## config.mk

```make
export PLATFORM = sky130hd
export DESIGN_NAME = fpu_decode_stage
export DESIGN_NICKNAME = d
export VERILOG_FILES = /design/src/rtl/fpu_pkg.sv /design/src/rtl/fpu_decode_stage_scoreboard.sv /design/src/rtl/fpu_decode_stage.sv
export SDC_FILE = /design/constraint.sdc
export NUM_CORES = 1
export LEC_CHECK = 0
export CAP_MARGIN = 20
export CORE_AREA = 5 5 98 100
export DETAILED_ROUTE_END_ITERATION = 8
export DIE_AREA = 0 0 103 105
export PLACE_DENSITY = 0.78
export SYNTH_ARGS = -nofsm -noshare
export SYNTH_HDL_FRONTEND = slang
export SYNTH_HIERARCHICAL = 1
export SYNTH_SLANG_ARGS = --single-unit
```

## constraint.sdc

```tcl
create_clock -name clk -period 9.7 [get_ports clk]
set_clock_uncertainty 0.15 [all_clocks]
set_input_delay 1.94 -clock clk [delete_from_list [all_inputs] [get_ports clk]]
set_output_delay 1.94 -clock clk [all_outputs]
set_load 0.05 [all_outputs]
```

## src/rtl/fpu_pkg.sv

```systemverilog
// Shared constants, opcode encoding and decoded-field layout for the FPU decode stage.
package fpu_pkg;

  localparam int REG_W = 5;
  localparam int OP_W  = 2;
  localparam int ISIZE = 3 * REG_W + OP_W;

  typedef enum logic [OP_W-1:0] {
    OP_ADD = 2'd0,
    OP_SUB = 2'd1,
    OP_MUL = 2'd2,
    OP_DIV = 2'd3
  } fpu_op_e;

  typedef struct packed {
    logic [REG_W-1:0] rl;
    logic [REG_W-1:0] rr;
    logic [REG_W-1:0] rd;
    fpu_op_e          op;
  } fpu_fields_t;

  // Instruction layout is RL | RR | RD | Op from MSB to LSB, so a straight cast suffices.
  function automatic fpu_fields_t fpu_extract(input logic [ISIZE-1:0] inst);
    return fpu_fields_t'(inst);
  endfunction

endpackage

```

## src/rtl/fpu_decode_stage_scoreboard.sv

```systemverilog
// In-flight destination scoreboard: set on issue, clear on writeback (set wins),
// with a 3-port lookup that bypasses a same-cycle writeback.
module fpu_scoreboard #(
  parameter int REG_W = fpu_pkg::REG_W
) (
  input  logic                  clk,
  input  logic                  rst,
  input  logic                  set_en_i,
  input  logic [REG_W-1:0]      set_idx_i,
  input  logic                  clr_en_i,
  input  logic [REG_W-1:0]      clr_idx_i,
  input  logic [REG_W-1:0]      rl_i,
  input  logic [REG_W-1:0]      rr_i,
  input  logic [REG_W-1:0]      rd_i,
  output logic                  busy_rl_o,
  output logic                  busy_rr_o,
  output logic                  busy_rd_o,
  output logic [2**REG_W-1:0]   pending_o
);

  localparam int NREG = 2 ** REG_W;

  logic [NREG-1:0] pending_q;
  logic [NREG-1:0] pending_d;

  always_comb begin
    pending_d = pending_q;
    if (clr_en_i) begin
      pending_d[clr_idx_i] = 1'b0;
    end else begin
      pending_d = pending_d;
    end
    if (set_en_i) begin
      pending_d[set_idx_i] = 1'b1;
    end else begin
      pending_d = pending_d;
    end
  end

  always_ff @(posedge clk) begin
    if (rst) begin
      pending_q <= {NREG{1'b0}};
    end else begin
      pending_q <= pending_d;
    end
  end

  assign busy_rl_o = pending_q[rl_i] & ~(clr_en_i & (clr_idx_i == rl_i));
  assign busy_rr_o = pending_q[rr_i] & ~(clr_en_i & (clr_idx_i == rr_i));
  assign busy_rd_o = pending_q[rd_i] & ~(clr_en_i & (clr_idx_i == rd_i));
  assign pending_o = pending_q;

endmodule

```

## src/rtl/fpu_decode_stage.sv

```systemverilog
// Registered FPU decode stage: splits the instruction into RL/RR/RD/Op, holds it in one
// output slot with valid/ready on both sides, and stalls issue on RAW/WAW hazards.
module fpu_decode_stage #(
  parameter int REG_W = fpu_pkg::REG_W,
  parameter int OP_W  = fpu_pkg::OP_W,
  parameter int CNT_W = 16
) (
  input  logic                       clk,
  input  logic                       rst,
  input  logic                       in_valid,
  output logic                       in_ready,
  input  logic [3*REG_W+OP_W-1:0]    in_inst,
  output logic                       out_valid,
  input  logic                       out_ready,
  output logic [REG_W-1:0]           out_rl,
  output logic [REG_W-1:0]           out_rr,
  output logic [REG_W-1:0]           out_rd,
  output logic [OP_W-1:0]            out_op,
  input  logic                       wb_valid,
  input  logic [REG_W-1:0]           wb_rd,
  input  logic                       flush,
  output logic [2**REG_W-1:0]        pending,
  output logic [CNT_W-1:0]           stall_cnt
);

  localparam int ISIZE = 3 * REG_W + OP_W;
  localparam logic [CNT_W-1:0] CNT_MAX = {CNT_W{1'b1}};
  localparam logic [CNT_W-1:0] CNT_ONE = CNT_W'(1);

  logic [REG_W-1:0] in_rl, in_rr, in_rd;
  logic [OP_W-1:0]  in_op;
  logic             busy_rl, busy_rr, busy_rd;
  logic             hazard, in_fire, out_fire;

  logic             valid_q, valid_d;
  logic [REG_W-1:0] rl_q, rl_d, rr_q, rr_d, rd_q, rd_d;
  logic [OP_W-1:0]  op_q, op_d;
  logic [CNT_W-1:0] stall_q, stall_d;

  assign in_rl = in_inst[ISIZE-1 -: REG_W];
  assign in_rr = in_inst[ISIZE-1-REG_W -: REG_W];
  assign in_rd = in_inst[OP_W+REG_W-1 -: REG_W];
  assign in_op = in_inst[OP_W-1:0];

  fpu_scoreboard #(.REG_W(REG_W)) u_sb (
    .clk       (clk),
    .rst       (rst),
    .set_en_i  (out_fire),
    .set_idx_i (rd_q),
    .clr_en_i  (wb_valid),
    .clr_idx_i (wb_rd),
    .rl_i      (in_rl),
    .rr_i      (in_rr),
    .rd_i      (in_rd),
    .busy_rl_o (busy_rl),
    .busy_rr_o (busy_rr),
    .busy_rd_o (busy_rd),
    .pending_o (pending)
  );

  // The held instruction is not in the scoreboard yet, so its RD is matched separately.
  assign hazard = in_valid & (busy_rl | busy_rr | busy_rd |
                              (valid_q & ((rd_q == in_rl) | (rd_q == in_rr) | (rd_q == in_rd))));
  assign in_ready = (~valid_q | out_ready) & ~hazard & ~flush;
  assign in_fire  = in_valid & in_ready;
  assign out_fire = valid_q & out_ready;

  always_comb begin
    valid_d = valid_q;
    rl_d    = rl_q;
    rr_d    = rr_q;
    rd_d    = rd_q;
    op_d    = op_q;
    if (flush) begin
      valid_d = 1'b0;
    end else if (in_fire) begin
      valid_d = 1'b1;
      rl_d    = in_rl;
      rr_d    = in_rr;
      rd_d    = in_rd;
      op_d    = in_op;
    end else if (out_fire) begin
      valid_d = 1'b0;
    end else begin
      valid_d = valid_q;
    end
  end

  always_comb begin
    stall_d = stall_q;
    if (hazard && (stall_q != CNT_MAX)) begin
      stall_d = stall_q + CNT_ONE;
    end else begin
      stall_d = stall_q;
    end
  end

  always_ff @(posedge clk) begin
    if (rst) begin
      valid_q <= 1'b0;
      rl_q    <= {REG_W{1'b0}};
      rr_q    <= {REG_W{1'b0}};
      rd_q    <= {REG_W{1'b0}};
      op_q    <= {OP_W{1'b0}};
      stall_q <= {CNT_W{1'b0}};
    end else begin
      valid_q <= valid_d;
      rl_q    <= rl_d;
      rr_q    <= rr_d;
      rd_q    <= rd_d;
      op_q    <= op_d;
      stall_q <= stall_d;
    end
  end

  assign out_valid = valid_q;
  assign out_rl    = rl_q;
  assign out_rr    = rr_q;
  assign out_rd    = rd_q;
  assign out_op    = op_q;
  assign stall_cnt = stall_q;

endmodule

```

==> impl_metrics.ini <==
[outcome]
status = finished clean

[clock_tree]
clk_path_buf_depth = 2
cts-root-buf = clkbuf_8
cts_resized = 0
postCtsHoldBufs = 0
clk_latency_ns = 0.35
cts_made_buffers = 9
cts.htree.levels = 3
clkTransAtPathRegs_ns = 0.07
clkSinkCount = 66
cts_setup_buffers = 0
cts_tree = yes

[timing]
rsz0062_at_grt = no
setup_viol = 0
min_period_over_period = 0.8007
fmax_ghz = 0.1288
max-slew-margin-rel = 0.5092
hold_slack_ns = 0.3307
min_period_ns = 7.766
fin_tns_setup_ns = 0
worst_pin_slew_ns = 0.7339
slew_viol_final = 0
finalHoldViolCount = 0

[routing]
drtIter0Drc = 452
dr.pass1.iters = 5
wl_per_cell_um = 20.11
ant_nets = 0
viasPerCell = 6.325
wl_um = 13600
drcViolationCount = 0
via_count = 4276

[setup_path]
r2r_end = stall_cnt[9]
slowest_stage = clkdlybuf4s50_1
worstRegToRegCells = 11
crit_required_ns = 7.61
path_class = in2out
path_max_fanout = 14
critPathMaxStageDelay_ns = 0.93
rr_startpoint = u_sb/pending_o[29]
cp-start-kind = input pin
critical_path.startpoint = in_inst[8]
crit_top_cell = clkdlybuf4s50_1
end_kind = primary output
rrSetupSlack_ns = 6.57
crit_cells = 8
critPathArrivalTime_ns = 5.68
path_buf_inv = 2
path_cells = clkdlybuf4s50_1 > mux4_1 > mux2i_1 > o21bai_1 > o2111a_1 > or3_1 > a221oi_1 > clkdlybuf4s50_1
path_delay_family = buffers and inverters

[placement]
placed_cells = 658
io_buffers = 94
place_area_sq_mm = 0.005076
dp_hpwl_um = 9393
gp_congestion = 0.9268

[die]
core-area_sq_mm = 0.008593
die_w_um = 103
die_area_sq_mm = 0.01082
io_pins = 95
die_h_um = 105
num_rows = 34
start_util = 0.4819

[min_path]
holdPathEnd = out_rl[0]
hp-start = out_rl[0]
hp-class = reg2reg
holdPathStages = 2

[synthesis]
ys_warn_count = 6
async_flop_share = 0
synth_edf_count = 0
synth_top_area_frac = 0.3190
synth_nets = 517
avgSynthCellArea_sq_um = 8.487
syn_area_sq_mm = 0.004141
ys_ff_latch = 66
synth_top_area_cell = dfxtp_1
synth_seq_area_share = 0.3190
ys.flop_type = dfxtp_1
synth_cell_type_count = 48
synth_cells = 488
synthTopCellsByArea = dfxtp_1 32%, o21ai_0 8.0%, a21oi_1 7.6%

[flow_run]
cap_violations = 0

[pwr]
p_leak_nw = 1.765
vdd_drop_max_mv = 0.06733
power_density_mw_per_mm2 = 113.3

[global_route]
grt_max_degree = 68
antenna_found_initial = 0
grt_first_pass_wirelength_um = 21630
grt_overflow = 0
track_usage = 0.2515
grt_pass1_vias = 4155

[finish]
drive_gt1_frac = 0.07394
final_common_cell = clkdlybuf4s50_1
fin_cells = 676
postLayoutCoreUtil = 0.6142
diodes = 0
synthToLayoutAreaGrowth_pct = 27.43
final_area_sq_mm = 0.005278
final_cell_mix = 93 x clkdlybuf4s50_1, 66 x o21ai_0, 66 x dfxtp_1
fin_nets = 592
report_power, final:
part	internal (mW)	switching (mW)
clock	0.117	0.108
sequential	0.274	0.00512
combinational	0.0359	0.0580
worst max-delay path by stage:
stage	slack [ns]	to
after global placement	1.96	in_ready
after detailed placement	1.99	in_ready
after CTS	1.98	in_ready
after floorplan	2.82	in_ready
after global routing	1.82	in_ready
final	1.93	in_ready
layer usage:
layer | track usage | share of wire | vias to the layer above
met5 | 0 | 0 | -
met4 | 0.09528 | 0.024 | 0
met3 | 0.05463 | 0.092 | 34
met2 | 0.4093 | 0.50 | 240
met1 | 0.3229 | 0.39 | 2043
li1 | - | - | 1959
sequential cells by signal, summed over array words and instances (netlist names):
name and count:
u_sb/pending_o 32, stall_cnt 16, out_rd 5, out_rl 5, out_rr 5, out_op 2
out_valid 1
worst register-to-register path, stage by stage (launching register included):
cell      delay (ns)
dfxtp_1         0.47
mux2i_1         0.11
mux4_2          0.52
nand3_1         0.13
o2111a_1        0.18
or3_1           0.26
nor2_1          0.07
nor2_1          0.12
o41ai_2         0.08
buf_4           0.23
nor4b_1         0.33
mux2_2          0.37
per-stage QoR:
step	setup WS, ns	total power [mW]
after CTS	1.976	0.5997
final	1.934	0.5979
after detailed placement	1.987	0.3767
after floorplan	2.818	0.3436
after global routing	1.822	0.6212
after global placement	1.965	0.3742
area by class of cell:
type	instances	area, sq um
repair buffers	99	974.7
flip-flops and latches	66	1321
multi-input cells	384	2650
clock inverters	6	57.56
inverters	3	11.26
well taps	108	135.1
fillers	756	3316
clock buffers	10	127.6
kinds of logic (layout without fill, tap and decap cells):
logic type / after synthesis / in the layout / synth area share
muxes: 40 / 40 / 0.1613
xor gates and xnor gates: 30 / 30 / 0.06344
buffers and inverters: 38 / 118 / 0.04411
adders and majority gates: 1 / 1 / 0.003021
and+or+nand+nor: 162 / 162 / 0.2070
DFF: 66 / 66 / 0.3190
AOI/OAI and AO/OA: 151 / 151 / 0.2021
Yosys cell counts, types with 4 or more instances:
| master | n |
|---|---|
| nor2_1 | 15 |
| nand3_1 | 31 |
| buf_2 | 8 |
| nor2b_1 | 4 |
| xor2_1 | 18 |
| dfxtp_1 | 66 |
| or3_1 | 13 |
| mux4_1 | 10 |
| nor3b_1 | 4 |
| mux2i_1 | 18 |
| and3_1 | 5 |
| nand2_1 | 50 |
| nand4_1 | 5 |
| xnor2_1 | 12 |
| a21oi_1 | 63 |
| clkbuf_1 | 21 |
| mux2_2 | 4 |
| nand3b_1 | 8 |
| a211oi_1 | 7 |
| and2_1 | 5 |
| nor3_1 | 4 |
| mux4_2 | 8 |
| o21ai_0 | 66 |
No activity file was read; power rests on OpenSTA's default activity.
